File: config.mk
export PLATFORM = sky130hd
export DESIGN_NAME = fifo_rd_packer
export DESIGN_NICKNAME = d
export VERILOG_FILES = /design/src/rtl/fifo_rd_packer.sv
export SDC_FILE = /design/constraint.sdc
export NUM_CORES = 1
export LEC_CHECK = 0
export CAP_MARGIN = 25
export CORE_ASPECT_RATIO = 0.9
export CORE_MARGIN = 3
export CORE_UTILIZATION = 40
export DETAILED_ROUTE_END_ITERATION = 10
export PLACE_DENSITY = 0.75
export SYNTH_ARGS = -nofsm -noshare
export SYNTH_HDL_FRONTEND = slang
export SYNTH_SLANG_ARGS = --single-unit
File: constraint.sdc
create_clock -name clk -period 2.55 [get_ports clk]
set_clock_uncertainty 0.1 [all_clocks]
set_input_delay 0.51 -clock clk [delete_from_list [all_inputs] [get_ports clk]]
set_output_delay 0.51 -clock clk [all_outputs]
set_load 0.02 [all_outputs]
File: src/rtl/fifo_rd_packer.sv
// fifo_rd_packer: pops bytes from an 8-bit synchronous FIFO (read latency 1),
// packs BYTES of them little-endian into one word and presents the word on a
// valid/ready stream. A flush pulse emits buffered tail bytes as a partial
// word with a matching byte-keep mask.
module fifo_rd_packer #(
  parameter int BYTES = 4,
  parameter int DW    = 8
) (
  input  logic                clk,
  input  logic                rst,
  output logic                fifo_rd_en,
  input  logic [DW-1:0]       fifo_rdata,
  input  logic                fifo_empty,
  output logic [DW*BYTES-1:0] out_data,
  output logic [BYTES-1:0]    out_keep,
  output logic                out_valid,
  input  logic                out_ready,
  input  logic                flush,
  output logic                busy
);

  localparam int              FW   = $clog2(BYTES + 1);
  localparam logic [FW-1:0]   FULL = FW'(BYTES);

  logic [DW*BYTES-1:0] asm_q, asm_d;
  logic [FW-1:0]       fill_q, fill_d;
  logic                inflight_q;
  logic                flush_pending_q, flush_pending_d;
  logic [DW*BYTES-1:0] out_data_q, out_data_d;
  logic [BYTES-1:0]    out_keep_q, out_keep_d;
  logic                out_valid_q, out_valid_d;

  logic                xfer;
  logic                room;
  logic [FW:0]         occupancy;
  logic [BYTES-1:0]    lane_mask;
  logic [DW*BYTES-1:0] asm_masked;

  // Transfer decision and FIFO pop request from registered state only
  always_comb begin
    occupancy  = {1'b0, fill_q} + {{FW{1'b0}}, inflight_q};
    room       = occupancy < (FW+1)'(BYTES);
    xfer       = ((fill_q == FULL) ||
                  (flush_pending_q && (fill_q != '0) && !inflight_q)) &&
                 (!out_valid_q || out_ready);
    fifo_rd_en = !fifo_empty && (room || xfer);
  end

  // Keep mask and zero-padded copy of the filled assembly lanes
  always_comb begin
    lane_mask  = '0;
    asm_masked = '0;
    for (int unsigned i = 0; i < BYTES; i++) begin
      if (i < 32'(fill_q)) begin
        lane_mask[i]              = 1'b1;
        asm_masked[i*DW +: DW]    = asm_q[i*DW +: DW];
      end
    end
  end

  // Assembly register: land the in-flight byte at lane fill, restart on transfer
  always_comb begin
    asm_d  = asm_q;
    fill_d = fill_q;
    if (inflight_q) begin
      if (xfer) begin
        // the word leaving this cycle is taken from asm_q, so lane 0 is free
        asm_d[DW-1:0] = fifo_rdata;
        fill_d        = FW'(1);
      end else begin
        for (int unsigned i = 0; i < BYTES; i++) begin
          if (i == 32'(fill_q)) begin
            asm_d[i*DW +: DW] = fifo_rdata;
          end
        end
        fill_d = fill_q + FW'(1);
      end
    end else if (xfer) begin
      fill_d = '0;
    end
  end

  // Output register, handshake and flush bookkeeping
  always_comb begin
    out_data_d      = out_data_q;
    out_keep_d      = out_keep_q;
    out_valid_d     = out_valid_q;
    flush_pending_d = flush_pending_q;
    if (xfer) begin
      out_data_d      = asm_masked;
      out_keep_d      = lane_mask;
      out_valid_d     = 1'b1;
      flush_pending_d = 1'b0;
    end else begin
      if (out_valid_q && out_ready) begin
        out_valid_d = 1'b0;
      end
      if (flush && ((fill_q != '0) || inflight_q)) begin
        flush_pending_d = 1'b1;
      end
    end
  end

  // State registers, cleared asynchronously
  always_ff @(posedge clk or posedge rst) begin
    if (rst) begin
      asm_q           <= '0;
      fill_q          <= '0;
      inflight_q      <= 1'b0;
      flush_pending_q <= 1'b0;
      out_data_q      <= '0;
      out_keep_q      <= '0;
      out_valid_q     <= 1'b0;
    end else begin
      asm_q           <= asm_d;
      fill_q          <= fill_d;
      inflight_q      <= fifo_rd_en;
      flush_pending_q <= flush_pending_d;
      out_data_q      <= out_data_d;
      out_keep_q      <= out_keep_d;
      out_valid_q     <= out_valid_d;
    end
  end

  assign out_data  = out_data_q;
  assign out_keep  = out_keep_q;
  assign out_valid = out_valid_q;
  assign busy      = (fill_q != '0) || inflight_q || flush_pending_q;

endmodule

* Word-level counts from Yosys, hierarchy flattened *
Index checks and enable logic that the tools add are counted.

storage, ports and cells
  register bits after elaboration = 74
  input port bits = 13
  output and inout port bits = 39
  word-level logic and storage cells = 63

operators by class
  add/sub/neg operators = 2
  $lt $le $gt $ge = 5
  equal/unequal tests = 4
  mux-type cells = 17
  bitwise operators = 1
  reductions and logical operators = 24

operators with widths
  kind                                                                   count
  8-bit two-way mux                                                      6
  3-bit two-way mux                                                      3
  3-bit AND reduction                                                    3
  1-bit two-way mux                                                      8
  2-bit nonzero test                                                     4
  2-bit by 3-bit equality test with 1-bit output (first input constant)  2
  1-bit logical AND                                                      6
  1-bit by 3-bit < comparator with 1-bit output (first input constant)   2
  2-bit by 3-bit < comparator with 1-bit output (first input constant)   2
  1-bit logical OR                                                       5
  3-bit by 1-bit adder with 4-bit output                                 1
  4-bit by 3-bit < comparator with 1-bit output (second input constant)  1
  3-bit by 1-bit adder with 3-bit output (second input constant)         1
  1-bit by 3-bit equality test with 1-bit output (first input constant)  1
  3-bit equality test (second input constant)                            1
  1-bit logical NOT                                                      3
  3-bit logical NOT                                                      1
  3-bit nonzero test                                                     1
  2-bit AND reduction                                                    1
  1-bit NOT                                                              1

* Logic depth before layout (Yosys ltp) *
Gate-level depths: netlist of the first run.

  depth after elaboration = 7
  depth in mapped cells = 8
  depth with buffers taken out = 5

* Least setup slack after synthesis of the first run *
Ideal clock, no wire load.

  path type = register to output
  start = register fill_q[1]
  end = output port fifo_rd_en
  arrival time = 1.794 ns
  data required time = 1.940 ns
  path slack = 0.146 ns
  cell stages (with the launch flop) = 7
  buffers on the path = 1
  cells stage by stage = dfrtp_1 -> clkbuf_1 -> inv_1 -> ha_1 -> nor3b_1 -> o21ai_0 -> a21oi_1

between the ends
  longest elaborated chain between the ends = 7
  elaborated cells on any way between the ends = 10
  those cells by class = add/sub: 1; order compare: 1; eq/ne: 1; reduce/logical: 7

ends and longest elaborated chain
  what                                                                                            line  source
  from (decl)                                                                                     26    logic [FW-1:0] fill_q, fill_d;
  from (signal assigned)                                                                          116   fill_q <= fill_d;
  parallel branches: the longest is 5 deep, another holds 3-bit by 1-bit adder with 4-bit output  -
  1-bit logical OR *                                                                              46    fifo_rd_en = !fifo_empty && (room || xfer);
  1-bit logical AND *                                                                             46
  to (decl)                                                                                       11    output logic fifo_rd_en,

Mark *: on every way between the ends.

* Worst setup path in the final report of the first run *
  start = register fill_q[0]
  end = output port busy

between the ends
  longest elaborated chain between the ends = 3

ends and longest elaborated chain
  what                           line  source
  3-bit nonzero test             128   assign busy = (fill_q != '0) || inflight_q || flush_pending_q;
  1-bit logical OR (2 in a row)  128
  to (decl)                      19    output logic busy

Every way passes these cells.

==> metrics.txt, run 1 <==
dpl cells 407; TritonCTS buffer count 9; Initial Util 41.77%; Sequential Power Share 36.5%; relative max-transition margin 59.53%; Post-synth EDFFs 0; Root Driver clkbuf_8; die width 100.0 um; Final Setup Violations 0; DR iter-0 viols 68; Comb pwr share 44.0%; All-Layer GR Usage 15.17%; fmax 415.1 MHz; antenna viol nets, final 0; syn avg cell area 12.43 um2; vias in the first global route 2101; H-tree levels 3; asr flop ratio synth 100.0%; share of layout cells above drive strength 1 23.24%; outcome complete, no violations; cell count after synthesis 256; grt total ovfl 0; crit path time final 2.409 ns; Longest Clk Path Bufs 2; number of remaining DRC errors 0; clk sinks 74; Setup crit start kind flop; Setup crit start fill_q[0]; Max stage delay cell, worst path clkdlybuf4s50_1; Post-Syn Nets 272; Detailed Route WL 6268 um; Area growth syn-to-layout 29.48%; Distinct cells, synth 33; Final Util 54.09%; clock share of power 19.5%; routed vias/inst 4.768; Worst Hold Class input pin to async pin; Top Ports 52; postcts setup bufs 0; FP Rows 30; P_int 0.003623 W; First-pass DRT Iterations 4; crit-path max cell delay 0.60 ns; ranking of synthesized cells by area dfrtp_1, mux2_2, mux2i_1; Via Count 2017; cell area after synthesis 0.003183 mm2; dpl cell area 0.003880 mm2; largest net degree at the start of global routing 30; core area 0.007620 mm2; Most used DFF post-synth dfrtp_1; leak pwr 1.823 nW; worst r2r src fill_q[0]; first-pass GRT wire length 10610 um; CTS tree yes; count leader, synth dfrtp_1; RSZ-0062 raised after global routing false; pwr dens 1341 mW/mm2; worst-path fanout max 6; antenna violations before repair 0; max-slew violations 0; # hold bufs at CTS 0; crit path cell chain inv_2 -> ha_1 -> buf_4 -> nand3b_1 -> clkdlybuf4s50_1; sequential share of the synthesized area 58.18%; routability cong. 0.7835; DIE HEIGHT 90.63 um; Die Area 0.009065 mm2; sw power 0.001902 W; final hold violations 0; #FFs+latches synth 74; dpl hpwl 4406 um; actual slew at the worst max-slew pin 0.6045 ns; share of the synthesized area in the top cell type 58.18%; Routed WL per cell 14.82 um; Switching Share 34.43%; clock slew at reported path FFs 0.08 ns; pre-CTS WS -0.1268 ns; critical path class flop to primary output; Max Cap Violations 0; Antenna Cells 0; Post-synth top cells dfrtp_1, mux2_2, nand2_1, inv_1, mux2i_1; period utilisation layout 94.47%; fin nets 338; CP required 1.94 ns; PortBufs 51; Yosys warnings 0; Skew-Pair Late Insertion Delay 0.34 ns; fin area 0.004121 mm2; Max VDD drop 0.5586 mV; crit path capture type primary output; Worst Path Arrival 1.80 ns; Post-Layout Cell Count 423; fillers 646; final worst slack 0.1409 ns; cts repair resizes 2; Synth area leader dfrtp_1
-- cell type report --
| class | count | area, um2 | area share (%) |
|---|---|---|---|
| tap | 96 | 120.1 | 2.914 |
| sequential | 74 | 1852 | 44.93 |
| clock inverter | 7 | 117.6 | 2.854 |
| multi-input combinational | 136 | 1121 | 27.20 |
| inverter | 35 | 131.4 | 3.188 |
| timing repair buffer | 66 | 655.6 | 15.91 |
| clock buffer | 9 | 123.9 | 3.005 |
-- cells by family (layout without fill, tap and decap cells) --
group / Yosys count / in the layout / synth area share [%]
xor+xnor: 1 / 1 / 0.2752
flops: 74 / 74 / 58.18
simple gates: 53 / 53 / 8.058
compound gates: 10 / 10 / 2.398
mux: 69 / 69 / 23.11
fa+ha+maj: 3 / 3 / 1.179
buf+inv: 46 / 117 / 6.800
-- cell usage in the layout (no fill, tap or decap), types with 3 or more instances in the layout --
master           count
nor2_1               4
clkbuf_8             9
buf_4               12
ha_1                 3
bufinv_16            3
mux2_2              36
nand2_1             35
inv_1               33
buf_12               3
clkdlybuf4s50_1     50
dfrtp_1             74
mux2i_1             33
-- path summary, 6_finish.rpt --
check / slack, ns / endpoint / cells past startpoint
worst max register to register: 0.57 / out_data[24] / 7
worst max-delay path: 0.14 / busy / 5
min in group clk: 0.41 / asm_q[26] / 1
max in group asynchronous: 1.41 / asm_q[19] / 3
worst min-delay path: 0.41 / flush_pending_q / 2
worst min register to register: 0.41 / asm_q[26] / 1
-- registers in the layout, summed over array words and instances, names as in the netlist --
| name | count |
|---|---|
| inflight_q | 1 |
| asm_q | 32 |
| out_keep | 4 |
| out_data | 32 |
| fill_q | 3 |
| flush_pending_q | 1 |
| out_valid | 1 |
-- power groups by stage --
stage               Clock (W)  Sequential (W)  Combinational, W
floorplan                   0         0.00228           0.00132
global placement            0         0.00201           0.00240
detailed placement          0         0.00203           0.00245
CTS                   0.00111         0.00202           0.00246
global route          0.00116         0.00209           0.00265
finish                0.00108         0.00202           0.00243
-- critical path, delay by kind of cell, from the launching register on --
| family | cells | cell delay [ns] |
|---|---|---|
| adder cells (fa/ha/maj) | 1 | 0.21 |
| buffers and inverters | 3 | 0.80 |
| flip-flops | 1 | 0.37 |
| AND/OR/NAND/NOR | 1 | 0.08 |
-- stage by stage --
step                setup TNS [ns]  hold slack (ns)  power [W]
floorplan                        0           0.3793   0.003596
global placement          -0.05114           0.3881   0.004416
detailed placement         -0.1268           0.3957   0.004486
CTS                              0           0.4126   0.005596
global route                     0           0.4286   0.005894
finish                           0           0.4103   0.005525
-- metal layers --
layer  GRT usage, %  routed length [um]  share of wire, %  vias to the layer above
li1               -                   -                 -                      978
met1          20.95                3014                48                      992
met2          22.78                2917                47                       37
met3          3.243                 214               3.4                       10
met4          7.071                 121               1.9                        0
met5              0                   0                 0                        -
Note: power is estimated with default switching activity, not from simulation.
==> run 2, diff against run 1 <==
--- a/config.mk
+++ b/config.mk
@@ -5,7 +5,7 @@
 export SDC_FILE = /design/constraint.sdc
 export NUM_CORES = 1
 export LEC_CHECK = 0
-export CAP_MARGIN = 25
+export CAP_MARGIN = 10
 export CORE_ASPECT_RATIO = 0.9
 export CORE_MARGIN = 3
 export CORE_UTILIZATION = 40
==> results of run 2 <==
Same layout as run 1: the final DEF is identical, and so are final timing and power.
==> run 3, diff against run 2 <==
--- a/config.mk
+++ b/config.mk
@@ -11,6 +11,7 @@
 export CORE_UTILIZATION = 40
 export DETAILED_ROUTE_END_ITERATION = 10
 export PLACE_DENSITY = 0.75
+export SKIP_LAST_GASP = 1
 export SYNTH_ARGS = -nofsm -noshare
 export SYNTH_HDL_FRONTEND = slang
 export SYNTH_SLANG_ARGS = --single-unit
==> results of run 3 <==
Same layout as run 1: the final DEF is identical, and so are final timing and power.
